[src/rtl/rv32i_pkg.sv]
// rtl/rv32i_pkg.sv - shared RV32I decode constants, instType bit indices and immediate formats
package rv32i_pkg;

    localparam int IT_W       = 11;
    localparam int IT_LOAD    = 0;
    localparam int IT_STORE   = 1;
    localparam int IT_MEMORD  = 2;
    localparam int IT_ALUREG  = 3;
    localparam int IT_ALUIMM  = 4;
    localparam int IT_LUI     = 5;
    localparam int IT_AUIPC   = 6;
    localparam int IT_JAL     = 7;
    localparam int IT_JALR    = 8;
    localparam int IT_BRANCH  = 9;
    localparam int IT_SYSCALL = 10;

    localparam logic [6:0] OPC_LOAD     = 7'b0000011;
    localparam logic [6:0] OPC_STORE    = 7'b0100011;
    localparam logic [6:0] OPC_MISC_MEM = 7'b0001111;
    localparam logic [6:0] OPC_OP       = 7'b0110011;
    localparam logic [6:0] OPC_OP_IMM   = 7'b0010011;
    localparam logic [6:0] OPC_LUI      = 7'b0110111;
    localparam logic [6:0] OPC_AUIPC    = 7'b0010111;
    localparam logic [6:0] OPC_JAL      = 7'b1101111;
    localparam logic [6:0] OPC_JALR     = 7'b1100111;
    localparam logic [6:0] OPC_BRANCH   = 7'b1100011;
    localparam logic [6:0] OPC_SYSTEM   = 7'b1110011;

    // Types that write a destination register
    localparam logic [IT_W-1:0] RD_WRITE_MASK = 11'b001_1111_1001;

    typedef enum logic [2:0] {FMT_I, FMT_S, FMT_B, FMT_U, FMT_J, FMT_NONE} fmt_e;

    function automatic logic is_onehot(input logic [IT_W-1:0] t);
        return (t != '0) && ((t & (t - 11'd1)) == '0);
    endfunction

    function automatic fmt_e fmt_of(input logic [IT_W-1:0] t);
        if (!is_onehot(t))  return FMT_NONE;
        if (t[IT_STORE])    return FMT_S;
        if (t[IT_BRANCH])   return FMT_B;
        if (t[IT_LUI] || t[IT_AUIPC]) return FMT_U;
        if (t[IT_JAL])      return FMT_J;
        if (t[IT_ALUREG])   return FMT_NONE;
        return FMT_I;
    endfunction

endpackage

[src/rtl/rv32i_imm_gen.sv]
// rtl/rv32i_imm_gen.sv - combinational deferred-field to immediate/rd/shamt unpacker
module rv32i_imm_gen
    import rv32i_pkg::*;
#(
    parameter int XLEN      = 32,
    parameter int REG_COUNT = 5
) (
    input  logic [24:0]          fields_i,
    input  logic [IT_W-1:0]      inst_type_i,
    output logic [XLEN-1:0]      imm_o,
    output logic [REG_COUNT-1:0] rd_o,
    output logic [REG_COUNT-1:0] shamt_o,
    output logic                 rd_write_o,
    output logic                 illegal_o
);

    logic [24:0] f;
    logic [31:0] imm32;
    fmt_e        fmt;

    assign f = fields_i;

    always_comb begin
        fmt   = fmt_of(inst_type_i);
        imm32 = '0;
        case (fmt)
            FMT_I:   imm32 = {{20{f[24]}}, f[24:13]};
            FMT_S:   imm32 = {{20{f[24]}}, f[24:18], f[4:0]};
            FMT_B:   imm32 = {{20{f[24]}}, f[0], f[23:18], f[4:1], 1'b0};
            FMT_U:   imm32 = {f[24:5], 12'b0};
            FMT_J:   imm32 = {{12{f[24]}}, f[12:5], f[13], f[23:14], 1'b0};
            default: imm32 = '0;
        endcase
    end

    assign imm_o      = XLEN'(signed'(imm32));
    assign rd_o       = REG_COUNT'(f[4:0]);
    assign shamt_o    = REG_COUNT'(f[17:13]);
    assign illegal_o  = !is_onehot(inst_type_i);
    assign rd_write_o = (|(inst_type_i & RD_WRITE_MASK)) && (f[4:0] != 5'd0) && !illegal_o;

endmodule

[src/rtl/rv32i_imm_unpack.sv]
// rtl/rv32i_imm_unpack.sv - registered immediate unpack stage; IMM_UNPACK_SKID_EN adds a skid entry
module rv32i_imm_unpack
    import rv32i_pkg::*;
#(
    parameter int XLEN      = 32,
    parameter int REG_COUNT = 5
) (
    input  logic                 clk,
    input  logic                 rstN,
    input  logic                 inValid,
    output logic                 inReady,
    input  logic [24:0]          immsRdShamt,
    input  logic [IT_W-1:0]      instType,
    output logic                 outValid,
    input  logic                 outReady,
    output logic [XLEN-1:0]      imm,
    output logic [REG_COUNT-1:0] rd,
    output logic [REG_COUNT-1:0] shamt,
    output logic                 rdWrite,
    output logic [IT_W-1:0]      instTypeOut,
    output logic                 illegal
);

    logic [24:0]          gen_f;
    logic [IT_W-1:0]      gen_t;
    logic [XLEN-1:0]      g_imm;
    logic [REG_COUNT-1:0] g_rd, g_shamt;
    logic                 g_rdw, g_ill;

    logic                 accept, load_out;
    logic                 out_valid_q, out_valid_d;
    logic [XLEN-1:0]      imm_q;
    logic [REG_COUNT-1:0] rd_q, shamt_q;
    logic                 rd_write_q, illegal_q;
    logic [IT_W-1:0]      inst_type_q;

`ifdef IMM_UNPACK_SKID_EN
    logic            skid_valid_q, skid_valid_d, in_ready_q, out_free;
    logic [24:0]     skid_f_q;
    logic [IT_W-1:0] skid_t_q;

    // inReady comes straight from a flop so outReady never reaches it combinationally
    assign inReady  = in_ready_q;
    assign out_free = !out_valid_q || outReady;
    assign accept   = inValid && in_ready_q;
    assign gen_f    = skid_valid_q ? skid_f_q : immsRdShamt;
    assign gen_t    = skid_valid_q ? skid_t_q : instType;
    assign load_out = out_free && (skid_valid_q || accept);

    always_comb begin
        skid_valid_d = skid_valid_q;
        if (skid_valid_q && out_free)
            skid_valid_d = 1'b0;
        else if (accept && !out_free)
            skid_valid_d = 1'b1;
    end

    always_ff @(posedge clk or negedge rstN) begin
        if (!rstN) begin
            skid_valid_q <= 1'b0;
            in_ready_q   <= 1'b0;
            skid_f_q     <= '0;
            skid_t_q     <= '0;
        end else begin
            skid_valid_q <= skid_valid_d;
            in_ready_q   <= !skid_valid_d;
            if (accept && !out_free) begin
                skid_f_q <= immsRdShamt;
                skid_t_q <= instType;
            end
        end
    end
`else
    logic ready_en_q;

    assign inReady  = ready_en_q && (!out_valid_q || outReady);
    assign accept   = inValid && inReady;
    assign gen_f    = immsRdShamt;
    assign gen_t    = instType;
    assign load_out = accept;

    // Keeps inReady low until the first edge after reset release
    always_ff @(posedge clk or negedge rstN) begin
        if (!rstN) ready_en_q <= 1'b0;
        else       ready_en_q <= 1'b1;
    end
`endif

    rv32i_imm_gen #(.XLEN(XLEN), .REG_COUNT(REG_COUNT)) u_gen (
        .fields_i    (gen_f),
        .inst_type_i (gen_t),
        .imm_o       (g_imm),
        .rd_o        (g_rd),
        .shamt_o     (g_shamt),
        .rd_write_o  (g_rdw),
        .illegal_o   (g_ill)
    );

    always_comb begin
        out_valid_d = out_valid_q;
        if (load_out)      out_valid_d = 1'b1;
        else if (outReady) out_valid_d = 1'b0;
    end

    always_ff @(posedge clk or negedge rstN) begin
        if (!rstN) begin
            out_valid_q <= 1'b0;
            imm_q       <= '0;
            rd_q        <= '0;
            shamt_q     <= '0;
            rd_write_q  <= 1'b0;
            inst_type_q <= '0;
            illegal_q   <= 1'b0;
        end else begin
            out_valid_q <= out_valid_d;
            if (load_out) begin
                imm_q       <= g_imm;
                rd_q        <= g_rd;
                shamt_q     <= g_shamt;
                rd_write_q  <= g_rdw;
                inst_type_q <= gen_t;
                illegal_q   <= g_ill;
            end
        end
    end

    assign outValid    = out_valid_q;
    assign imm         = imm_q;
    assign rd          = rd_q;
    assign shamt       = shamt_q;
    assign rdWrite     = rd_write_q;
    assign instTypeOut = inst_type_q;
    assign illegal     = illegal_q;

endmodule

[config.mk]
export PLATFORM = sky130hd
export DESIGN_NAME = rv32i_imm_unpack
export DESIGN_NICKNAME = d
export VERILOG_FILES = /design/src/rtl/rv32i_pkg.sv /design/src/rtl/rv32i_imm_gen.sv /design/src/rtl/rv32i_imm_unpack.sv
export SDC_FILE = /design/constraint.sdc
export NUM_CORES = 1
export LEC_CHECK = 0
export CAP_MARGIN = 20
export CORE_MARGIN = 3
export CORE_UTILIZATION = 39
export CTS_CLUSTER_DIAMETER = 150
export DETAILED_ROUTE_END_ITERATION = 12
export HOLD_SLACK_MARGIN = 0.06
export PLACE_DENSITY = 0.71
export SLEW_MARGIN = 40
export SYNTH_ARGS = -nofsm -noshare
export SYNTH_HDL_FRONTEND = slang
export SYNTH_HIERARCHICAL = 1
export SYNTH_SLANG_ARGS = --single-unit
[constraint.sdc]
create_clock -name clk -period 1.6 [get_ports clk]
set_clock_uncertainty 0.2 [all_clocks]
set_input_delay 0.32 -clock clk [delete_from_list [all_inputs] [get_ports clk]]
set_output_delay 0.32 -clock clk [all_outputs]
set_load 0.1 [all_outputs]
; ---- After elaboration in Yosys (flattened, before gate mapping)
; Index checks and enable logic that the tools add are counted.
[totals]
register_bits = 57
in_bits = 40
out_inout_bits = 57
elab_cells = 65
[op_classes]
addsub = 1
eq_ne = 4
mux = 36
bitwise_logic = 1
reduce_logical = 15
[ops]
columns = cell, n
row1 = 32-bit case mux with 5 select lines, 1
row2 = 3-bit 2-to-1 mux, 13
row3 = 1-bit 2-to-1 mux, 22
row4 = 11-bit AND, 1
row5 = 11-bit zero test, 1
row6 = 11-bit nonzero test, 1
row7 = 11-bit by 1-bit subtractor with 11-bit output (second input constant), 1
row8 = 7-bit OR reduction, 1
row9 = 3-bit by 2-bit equality test with 1-bit output (second input constant), 2
row10 = 1-bit logical AND, 5
row11 = 5-bit nonzero test, 1
row12 = 3-bit by 1-bit equality test with 1-bit output (second input constant), 1
row13 = 3-bit equality test (second input constant), 1
row14 = 3-bit zero test, 1
row15 = 1-bit zero test, 2
row16 = 1-bit logical OR, 2
row17 = 2-bit nonzero test, 1

; ---- Depth between registers and ports, before layout
[depth]
word_depth = 27
mapped_depth = 7
mapped_depth_nobuf = 5

; ---- Cells and area by module
; The synthesis kept the hierarchy.
[modules_own_cells]
columns = module, n_inst, cells_per_inst, area_each_um2, seq_area_each_um2
row1 = rv32i_imm_unpack, 1, 124, 2399.8, 1426.4
row2 = rv32i_imm_gen, 1, 126, 837.1, 0.0

; ---- Worst setup path before layout
; No wires, ideal clock.
[synth_path]
path_kind = input -> register
from = in instType[6]
to = reg imm_q[0], in the netlist imm[0]
setup_time_ns = 0.126
t_arrival_ns = 2.029
t_required_ns = 1.274
path_slack_ns = -0.755
stages = 7
path_buffers = 2
path_cell_list = buf_6 > or4_4 > and4b_1 > o32ai_4 > buf_4 > nor3_1 > mux2_4
[synth_between]
elab_chain_len = 12
word_cells_on_any_way = 25
classes_between = add/sub (1) / eq/ne (4) / mux (14) / bitwise (1) / reduce/logical (5)
[synth_lines]
columns = element, line_no
row1 = from (decl), rv32i_imm_unpack.sv:13  ; input logic [IT_W-1:0] instType,
row2 = "parallel branches: the longest is 9 deep, another holds 11-bit by 1-bit subtractor with 11-bit output", --
row3 = 3-bit 2-to-1 mux *, rv32i_pkg.sv:40  ; if (t[IT_STORE]) return FMT_S;
row4 = 3-bit equality test (tied with other cells), rv32i_imm_gen.sv:26  ; case (fmt)
row5 = 32-bit case mux with 5 select lines *, rv32i_imm_gen.sv:26
row6 = net g_imm[0], rv32i_imm_unpack.sv:26  ; logic [XLEN-1:0] g_imm;
row7 = to (signal assigned), rv32i_imm_unpack.sv:117  ; imm_q <= g_imm;
row8 = to (decl), rv32i_imm_unpack.sv:32  ; logic [XLEN-1:0] imm_q;
; Mark *: on every way through the listed nets, which the timed path passes. The select of a mux whose other input is x is not followed.
; A chain may end at the register's enable or synchronous reset.

; ---- Final worst setup path
[layout_path]
from = in instType[7]
to = reg rd_write_q, in the netlist rdWrite
[layout_between]
elab_chain_len = 5
word_cells_on_any_way = 8
classes_between = add/sub (1) / bitwise (1) / reduce/logical (6)
[layout_lines]
columns = element, line_no
row1 = 11-bit by 1-bit subtractor with 11-bit output, rv32i_pkg.sv:35  ; return (t != '0) && ((t & (t - 11'd1)) == '0);
row2 = 11-bit AND, rv32i_pkg.sv:35
row3 = 11-bit zero test, rv32i_pkg.sv:35
row4 = 1-bit logical AND, rv32i_pkg.sv:35
row5 = 1-bit logical AND *, rv32i_imm_gen.sv:40  ; assign rd_write_o = (|(inst_type_i & RD_WRITE_MASK)) && (f[4:0] != 5'd0) && !illegal_o;
row6 = net g_rdw, rv32i_imm_unpack.sv:28  ; logic g_rdw, g_ill;
row7 = to (signal assigned), rv32i_imm_unpack.sv:120  ; rd_write_q <= g_rdw;
row8 = to (decl), rv32i_imm_unpack.sv:34  ; logic rd_write_q, illegal_q;
; The timed path passes the listed nets; every way through them passes the cells marked *.

==> impl_metrics.env <==
export IMPL_numClockSinks=57
export IMPL_grt_pass1_vias=2828
export IMPL_grt_usage=0.206
export IMPL_drt_iter0_markers=144
export IMPL_worstSetupEndpointType="flop"
export IMPL_yosysWarningCount=6
export IMPL_ys_seq_elements=57
export IMPL_antenna_found_initial=0
export IMPL_synth_nets=290
export IMPL_ys_flop_type="dfrtp_1"
export IMPL_area_delta_synth_final_pct=79.5
export IMPL_final_cells=502
export IMPL_final_hold_viol_count=0
export IMPL_cts_max_path_buffers=2
export IMPL_dp_cells=467
export IMPL_synth_avg_cell_area_um2=12.9
export IMPL_peakVddDrop_v=0.000408
export IMPL_tightest_slew_ns=0.596
export IMPL_row_count=32
export IMPL_avgRoutedWirePerCell_um=20.6
export IMPL_critPathLaunchType="primary input"
export IMPL_period_minus_slack_ns=2.14
export IMPL_use_met1=0.264
export IMPL_cp_data_arrival_time_ns=2.17
export IMPL_drive_above_1_share=0.608
export IMPL_drv_slew=0
export IMPL_grt_setup_unrepaired="true"
export IMPL_path_max_fanout=8
export IMPL_dr_pass1_iters=4
export IMPL_diodes=0
export IMPL_die_area_mm2=0.00943
export IMPL_fin_ws_ns=-0.540
export IMPL_fin_util=0.737
export IMPL_p_per_area_mw_per_mm2=926
export IMPL_synthTopCellsByCount="dfrtp_1, mux2_4, nand2_1"
export IMPL_fill_cells=471
export IMPL_cp_required_ns=1.63
export IMPL_floorplan_initialDensity=0.410
export IMPL_synth_top_area_cell="dfrtp_1"
export IMPL_post_route_period_util=1.34
export IMPL_syn_instance_count=250
export IMPL_total_power_uw=5380
export IMPL_netlist_area_mm2=0.00324
export IMPL_synth_edf_count=0
export IMPL_fp_dieW_um=97.1
export IMPL_clk_pin_slew_ns=0.07
export IMPL_crit_type="primary input to flop"
export IMPL_wl_mm=10.4
export IMPL_synth_top_area_share=0.441
export IMPL_postSynth_asyncResetShare=1.00
export IMPL_ys_types=42
export IMPL_cap_violations=0
export IMPL_leakagePower_uw=0.00251
export IMPL_hp_class="primary input to flop"
export IMPL_grt_pass1_wl_mm=15.3
export IMPL_gp_congestion=0.811
export IMPL_grt_max_degree=31
export IMPL_core_mm2=0.00789
export IMPL_max_freq_mhz=467
export IMPL_cts_buffers=9
export IMPL_cts_tree="done"
export IMPL_timing_slew_headroom=0.599
export IMPL_io_pin_count=97
export IMPL_ant_nets=0
export IMPL_violations="negative setup slack"
export IMPL_grt_busiest_layer="met2"
export IMPL_dp_hpwl_mm=6.28
export IMPL_met2_usage=0.334
export IMPL_num_vias=2704
export IMPL_setup_viol=57
export IMPL_synth_area_leaders="dfrtp_1, mux2_4, a211oi_1, buf_12, nand2_1"
export IMPL_die_y_um=97.1
export IMPL_status="finished with violations"
export IMPL_clk_insertion_delay_late_ns=0.34
export IMPL_overflow=0
export IMPL_avgViaCountPerCell=5.39
export IMPL_nNetsFinal=435
export IMPL_drc=0
export IMPL_synth_most_common_cell="dfrtp_1"
export IMPL_grtUsageMet3=0.0596
export IMPL_ys_seq_area_frac=0.441
export IMPL_h_tree_depth=3
export IMPL_cts_root_buffer="clkbuf_8"
export IMPL_numPortBuffers=96
[stage by stage]
step | cell area, µm² | hold slack (ns) | setup TNS, ns | worst slack [ns]
finish | 5810 | 0.0872 | -20.08 | -0.540
detailed placement | 5120 | 0.168 | -48.11 | -1.25
floorplan | 3310 | -0.176 | -27.27 | -0.711
global route | 5810 | 0.0891 | -21.07 | -0.524
global placement | 5120 | 0.154 | -46.36 | -1.18
CTS | 5720 | 0.154 | -17.52 | -0.489
[power by group]
group,total (µW),switching (µW),internal (µW)
Clock,1770,609,1160
Sequential,1670,122,1540
Combinational,1940,1130,816
[routing by layer]
metal  up-vias  share of wire
met2       123           0.50
met1      1375           0.41
met5         -              0
met4         0          0.021
met3        16          0.070
li1       1190              -
[cell usage in the layout, fill, tap and decap left out, drive strengths merged, types with 2 or more instances in the layout]
cell / instances
mux2: 55
nor2b: 2
or4: 3
o21bai: 2
dfrtp: 57
a22oi: 5
nor3: 10
dlygate4sd2: 3
or2: 3
a21oi: 2
nor2: 9
a2111oi: 4
clkdlybuf4s50: 27
buf: 121
bufinv: 3
nand2: 30
a32oi: 2
clkbuf: 20
nor4: 7
a211oi: 18
[area by class of cell]
cell class | count | area [µm²] | area share
timing repair buffer | 161 | 2260 | 0.389
multi-input combinational | 165 | 1730 | 0.297
sequential | 57 | 1430 | 0.246
clock inverter | 4 | 97.6 | 0.0168
clock buffer | 12 | 165 | 0.0284
inverter | 1 | 3.75 | 0.000646
tap | 102 | 128 | 0.0220
[worst max-delay path, cell delays in order]
cell	delay, ns
buf_6	0.09
buf_4	0.12
buf_4	0.15
or4_1	0.60
nor4_1	0.49
a2111oi_2	0.12
mux2_4	0.28
[flip-flops by register name, indices dropped and copies added, names as in the netlist]
| signal | cells |
|---|---|
| imm | 32 |
| illegal | 1 |
| instTypeOut | 11 |
| rdWrite | 1 |
| rd | 5 |
| ready_en_q | 1 |
| outValid | 1 |
| shamt | 5 |
[kinds of logic (layout without fill, tap and decap cells)]
group / after synthesis / count (layout) / synth area share
AOI/OAI and AO/OA: 37 / 37 / 0.0990
buffers and inverters: 28 / 178 / 0.0816
other: 1 / 1 / 0.00116
DFF: 57 / 57 / 0.441
adders and majority gates: 1 / 1 / 0.00309
and+or+nand+nor: 71 / 71 / 0.125
muxes: 55 / 55 / 0.249
[path summary, 6_finish.rpt]
| check | start | endpoint | slack (ns) | depth (start not counted) |
|---|---|---|---|---|
| worst min register to register | rd[0] | rd[0] | 0.38 | 1 |
| worst min-delay path | instType[2] | instTypeOut[2] | 0.09 | 2 |
| min in group asynchronous | rstN | instTypeOut[0] | 0.36 | 3 |
| worst max register to register | outValid | imm[25] | -0.28 | 5 |
| max in group asynchronous | rstN | imm[15] | 0.54 | 3 |
| worst max-delay path | instType[7] | rdWrite | -0.54 | 7 |
[what timing repair did]
action | in CTS | in global routing
cloned | 4 | 5
buffers inserted | 9 | 4
gates resized for setup | 56 | 15
pin swaps | 10 | 6
hold buffers | 1 | 0
setup endpoints to repair | 57 | 57
endpoints found under the hold margin | 57 | 0
(Power assumes the default switching activity.)
